===== src/rtl/spi_ram_burst.sv =====
// SPI-side RAM with independent read/write pointers, optional auto-increment
// and multi-word read bursts handed to the serializer over a valid/ready handshake.
//   state | meaning
//   IDLE  | accepting commands, no word offered to the serializer
//   SEND  | burst in progress, dout offered, incoming commands dropped
module spi_ram_burst #(
    parameter int ADDR_SIZE = 8,
    parameter int WORD_SIZE = 8,
    parameter bit AUTO_INC  = 1'b1
) (
    input  logic                 clk,
    input  logic                 rst_n,
    input  logic [WORD_SIZE+1:0] din,
    input  logic                 rx_valid,
    output logic [WORD_SIZE-1:0] dout,
    output logic                 tx_valid,
    input  logic                 tx_ready,
    output logic                 busy,
    output logic                 drop_err
);

    localparam int MEM_DEPTH = 2 ** ADDR_SIZE;

    localparam logic [1:0] OP_WR_ADDR = 2'b00;
    localparam logic [1:0] OP_WR_DATA = 2'b01;
    localparam logic [1:0] OP_RD_ADDR = 2'b10;
    localparam logic [1:0] OP_RD_DATA = 2'b11;

    typedef enum logic {IDLE, SEND} state_t;

    state_t               state, state_nxt;
    logic [WORD_SIZE-1:0] mem [MEM_DEPTH];
    logic [ADDR_SIZE-1:0] wr_ptr, rd_ptr, rd_ptr_inc;
    logic [WORD_SIZE-1:0] cnt;
    logic [1:0]           opcode;
    logic [WORD_SIZE-1:0] payload;
    logic                 accept, handshake, last;

    assign opcode     = din[WORD_SIZE+1:WORD_SIZE];
    assign payload    = din[WORD_SIZE-1:0];
    assign rd_ptr_inc = rd_ptr + 1'b1;
    assign last       = (cnt == '0);

    always_ff @(posedge clk or negedge rst_n) begin
        if (!rst_n) state <= IDLE;
        else        state <= state_nxt;
    end

    always_comb begin
        state_nxt = state;
        accept    = 1'b0;
        handshake = 1'b0;
        busy      = 1'b0;
        tx_valid  = 1'b0;
        case (state)
            IDLE: begin
                accept = rx_valid;
                if (accept && opcode == OP_RD_DATA) state_nxt = SEND;
            end
            SEND: begin
                busy      = 1'b1;
                tx_valid  = 1'b1;
                handshake = tx_ready;
                if (handshake && last) state_nxt = IDLE;
            end
            default: state_nxt = IDLE;
        endcase
    end

    // Array is deliberately left out of reset so it maps onto plain RAM.
    always_ff @(posedge clk) begin
        if (accept && opcode == OP_WR_DATA) mem[wr_ptr] <= payload;
    end

    always_ff @(posedge clk or negedge rst_n) begin
        if (!rst_n) begin
            wr_ptr   <= '0;
            rd_ptr   <= '0;
            cnt      <= '0;
            dout     <= '0;
            drop_err <= 1'b0;
        end else begin
            if (rx_valid && busy) drop_err <= 1'b1;
            if (accept) begin
                case (opcode)
                    OP_WR_ADDR: wr_ptr <= payload[ADDR_SIZE-1:0];
                    OP_WR_DATA: if (AUTO_INC) wr_ptr <= wr_ptr + 1'b1;
                    OP_RD_ADDR: rd_ptr <= payload[ADDR_SIZE-1:0];
                    OP_RD_DATA: begin
                        dout <= mem[rd_ptr];
                        cnt  <= payload;
                    end
                    default: ;
                endcase
            end
            if (handshake) begin
                if (AUTO_INC) rd_ptr <= rd_ptr_inc;
                if (!last) begin
                    cnt  <= cnt - 1'b1;
                    dout <= AUTO_INC ? mem[rd_ptr_inc] : mem[rd_ptr];
                end
            end
        end
    end

endmodule

===== config.mk =====
export PLATFORM = sky130hd
export DESIGN_NAME = spi_ram_burst
export DESIGN_NICKNAME = d
export VERILOG_FILES = /design/src/rtl/spi_ram_burst.sv
export SDC_FILE = /design/constraint.sdc
export NUM_CORES = 2
export LEC_CHECK = 0
export CAP_MARGIN = 20
export CORE_UTILIZATION = 40
export CTS_BUF_LIST = sky130_fd_sc_hd__clkbuf_8
export CTS_CLUSTER_SIZE = 28
export DETAILED_ROUTE_END_ITERATION = 6
export PLACE_DENSITY = 0.68
export SLEW_MARGIN = 10
export SYNTH_ARGS = -nofsm -noshare
export SYNTH_HDL_FRONTEND = slang
export SYNTH_SLANG_ARGS = --single-unit

===== constraint.sdc =====
create_clock -name clk -period 2.8 [get_ports clk]
set_input_delay 0.7 -clock clk [delete_from_list [all_inputs] [get_ports clk]]
set_output_delay 0.7 -clock clk [all_outputs]
set_load 0.05 [all_outputs]

==> summary.txt <==
Outcome
  – Status: finished with violations
  – Failing checks: setup timing

Critical path
  – CP Class: register to register
  – Worst Path Required: 3790 ps
  – CP Launch Type: register
  – Critical Path AT: about 4600 ps
  – CP Max Fanout: 7
  – Critical Path End Type: register

Logic synthesis
  – Synth Warn #: 0
  – Sequential area share after synthesis: 62.6%
  – FF+latch count, synth: 2082
  – Post-synth EDFFs: between 2000 and 2500
  – Top FF cell, synth: edfxtp_1
  – Net Count, Synth: 5480
  – Ys async rst share: under 10%
  – Synthesized cell area: 99500 um^2
  – Yosys cell types: 94
  – Mapped Cells: approximately 5500
  – Syn Area/Cell: approximately 18 um^2

Global routing
  – Global route overflow: 0
  – Vias in the first global route: 63800
  – Initial antenna violation count: 17
  – Largest net degree at the start of global routing: 89
  – First-pass GRT wire length: 466000 um
  – GR Util All Layers: 26.1%

Timing
  – Setup TNS Final: -5720 ps
  – Max Freq: 277 MHz
  – Actual slew at the worst max-slew pin: 1280 ps
  – Hold slack: 128 ps
  – Slew headroom: between 10 and 15%
  – # setup viols final: 8
  – Final Max Slew Viols: 0
  – Final Cycle Share: 129%
  – Tmin final: 3610 ps
  – RSZ-0062 raised after global routing: yes
  – Hold Vio Cnt, Final: 0
  – Final Skew: 101 ps
  – Final worst slack: -809 ps

Power
  – Tot Pwr: around 140 mW
  – Leakage: 40.6 nW
  – Power density over the cells: 1200 nW/um^2
  – Maximum vdd drop: 0.897 mV

Layout
  – Nets: around 6600
  – Final Instance Area: 120000 um^2
  – Layout cells sized above 1: 40.0%
  – Synthesis-to-finish area growth: 21.0%
  – Fin cells: just over 10000
  – Commonest non-fill, non-tap cell in the layout: edfxtp_1
  – Final core utilization: between 40% and 50%
  – Most frequent cells in the layout: 2048 x edfxtp_1, 953 x buf_4, 901 x mux4_2, 404 x mux2i_1, 370 x clkbuf_8
  – Fillers: 20000

Floorplan
  – Total die area: 251000 um^2
  – Die width: approximately 500 um
  – Site Rows: 182
  – I/O Pins: 25
  – Die Y: 501 um
  – Core area: 247000 um^2
  – Initial core utilization: 40.4%

Place
  – Post-DP HPWL: 228000 um
  – DP Area: 111000 um^2
  – Dpl ws: -1140 ps
  – I/O Buffers: 24
  – Placer congestion estimate: 0.979
  – Placed insts: roughly 9400

Detailed routing
  – Drt wl/cell: about 33 um
  – DRC viols: 0
  – Vias/cell: 6.37
  – Drt initial violations: 9334
  – Via count: approximately 65000
  – WL final: 333000 um
  – Pre-antenna DRT Iters: 7
  – Routed Antenna Nets: 0

Clock network
  – CTS tree: built
  – CTS clock-pin slew for the worst setup and hold paths: 70 ps
  – Num CTS Buffers: 362
  – H-Tree Depth: 5
  – Clk buf depth: 4
  – Root buf cell: clkbuf_8
  – CTS sink cnt: 2082
  – Worst-Skew Late Latency: 1100 ps

Worst hold path
  – Worst hold path class: primary input to async pin

Job
  – Max cap viols: 0
state kept, by name, summed over array words and instances, names as in the netlist:
register and count:
mem 2048, dout 8, state 1, rd_ptr 8
cnt 8, drop_err 1, wr_ptr 8
Yosys cell counts (8+ instances only):
library cell | instances | area [um^2]
nand4_1 | 29 | 181
o22ai_1 | 77 | 482
nor2_1 | 345 | 1290
dfrtp_1 | 34 | 851
a222oi_1 | 14 | 140
or2_2 | 11 | 68.8
buf_4 | 86 | 646
or3_1 | 12 | 75.1
a211o_1 | 9 | 78.8
o21ai_0 | 58 | 290
inv_1 | 11 | 41.3
mux4_2 | 898 | 20200
buf_8 | 13 | 195
a2111oi_0 | 16 | 140
and2_1 | 19 | 119
mux4_1 | 25 | 657
o21a_1 | 9 | 67.6
buf_6 | 63 | 709
mux2i_1 | 415 | 4150
nor3_1 | 63 | 315
a221oi_1 | 10 | 87.6
a211oi_1 | 22 | 165
a22oi_1 | 53 | 398
a31oi_1 | 30 | 188
nand3_1 | 112 | 561
o221ai_1 | 133 | 1160
mux2_2 | 30 | 338
clkbuf_1 | 133 | 499
nand2b_1 | 9 | 56.3
a21oi_1 | 114 | 571
a21o_1 | 8 | 60.1
edfxtp_1 | 2048 | 61500
buf_2 | 120 | 601
nand2_1 | 253 | 950
buf_1 | 14 | 52.6
buf_12 | 10 | 200
nor2b_1 | 15 | 93.8
layout make-up:
type | instances | area [um^2] | share of cell area (%)
multi-input combinational | 2918 | 34900 | 29.0
sequential | 2082 | 62400 | 51.8
clock buffer | 362 | 4980 | 4.14
inverter | 14 | 60.1 | 0.0499
tap | 3312 | 4140 | 3.44
timing repair buffer | 1224 | 12200 | 10.2
clock inverter | 267 | 1690 | 1.40
antenna | 4 | 10.0 | 0.00831
timing repair:
action,in CTS,in global routing
buffers inserted,35,104
hold buffers,1,0
setup endpoints to repair,16,9
cloned,8,7
resized for setup,124,121
hold endpoints to repair,34,0
pin swaps,19,40
metal layers:
metal	GRT usage, %	vias up	part of all wire (%)
li1	-	25500	-
met1	33.9	33700	36
met2	38.7	4736	44
met3	7.99	921	13
met4	14.8	22	6.5
met5	0	-	0.058
cells by family (layout without fill, tap and decap cells):
| family | count (synthesis) | count (layout) | synth area share (%) |
|---|---|---|---|
| AND/OR/NAND/NOR | 902 | 902 | 4.00 |
| multiplexers | 1371 | 1371 | 25.6 |
| XOR/XNOR | 9 | 9 | 0.0867 |
| other | 0 | 4 | 0 |
| adder cells (fa/ha/maj) | 6 | 6 | 0.0754 |
| flip-flops | 2082 | 2082 | 62.6 |
| buffers and inverters | 460 | 1867 | 3.04 |
| AO/OA/AOI/OAI | 630 | 630 | 4.59 |
worst max-delay path, cell delays in order (launching register included):
cell and delay, ps:
dfrtp_4 500, ha_4 290, buf_6 130, buf_12 150, buf_16 160, buf_8 140, mux4_2 320, mux2i_1 60
a222oi_1 1030, buf_4 260, a32o_2 200, a211oi_4 80, a211oi_2 190
final timing paths:
| kind | depth (start not counted) | end | from | slack (ps) |
|---|---|---|---|---|
| worst max-delay path | 12 | dout[4] | rd_ptr[0] | -810 |
| worst min-delay path | 2 | cnt[3] | rst_n | 130 |
| worst max register to register | 12 | dout[4] | rd_ptr[0] | -810 |
| worst min register to register | 1 | drop_err | drop_err | 470 |
| max in group asynchronous | 3 | rd_ptr[0] | rst_n | 2020 |
| min in group clk | 1 | mem[26][0] | din[0] | 180 |
power by group:
group	switching (mW)	internal, mW	total, mW	leakage, nW
Sequential	0.552	34.5	35.0	18.8
Clock	12.6	14.0	26.6	3.71
Combinational	43.3	39.5	82.8	18.1
Total	56.5	88.0	144	40.6
(Power assumes the default switching activity.)
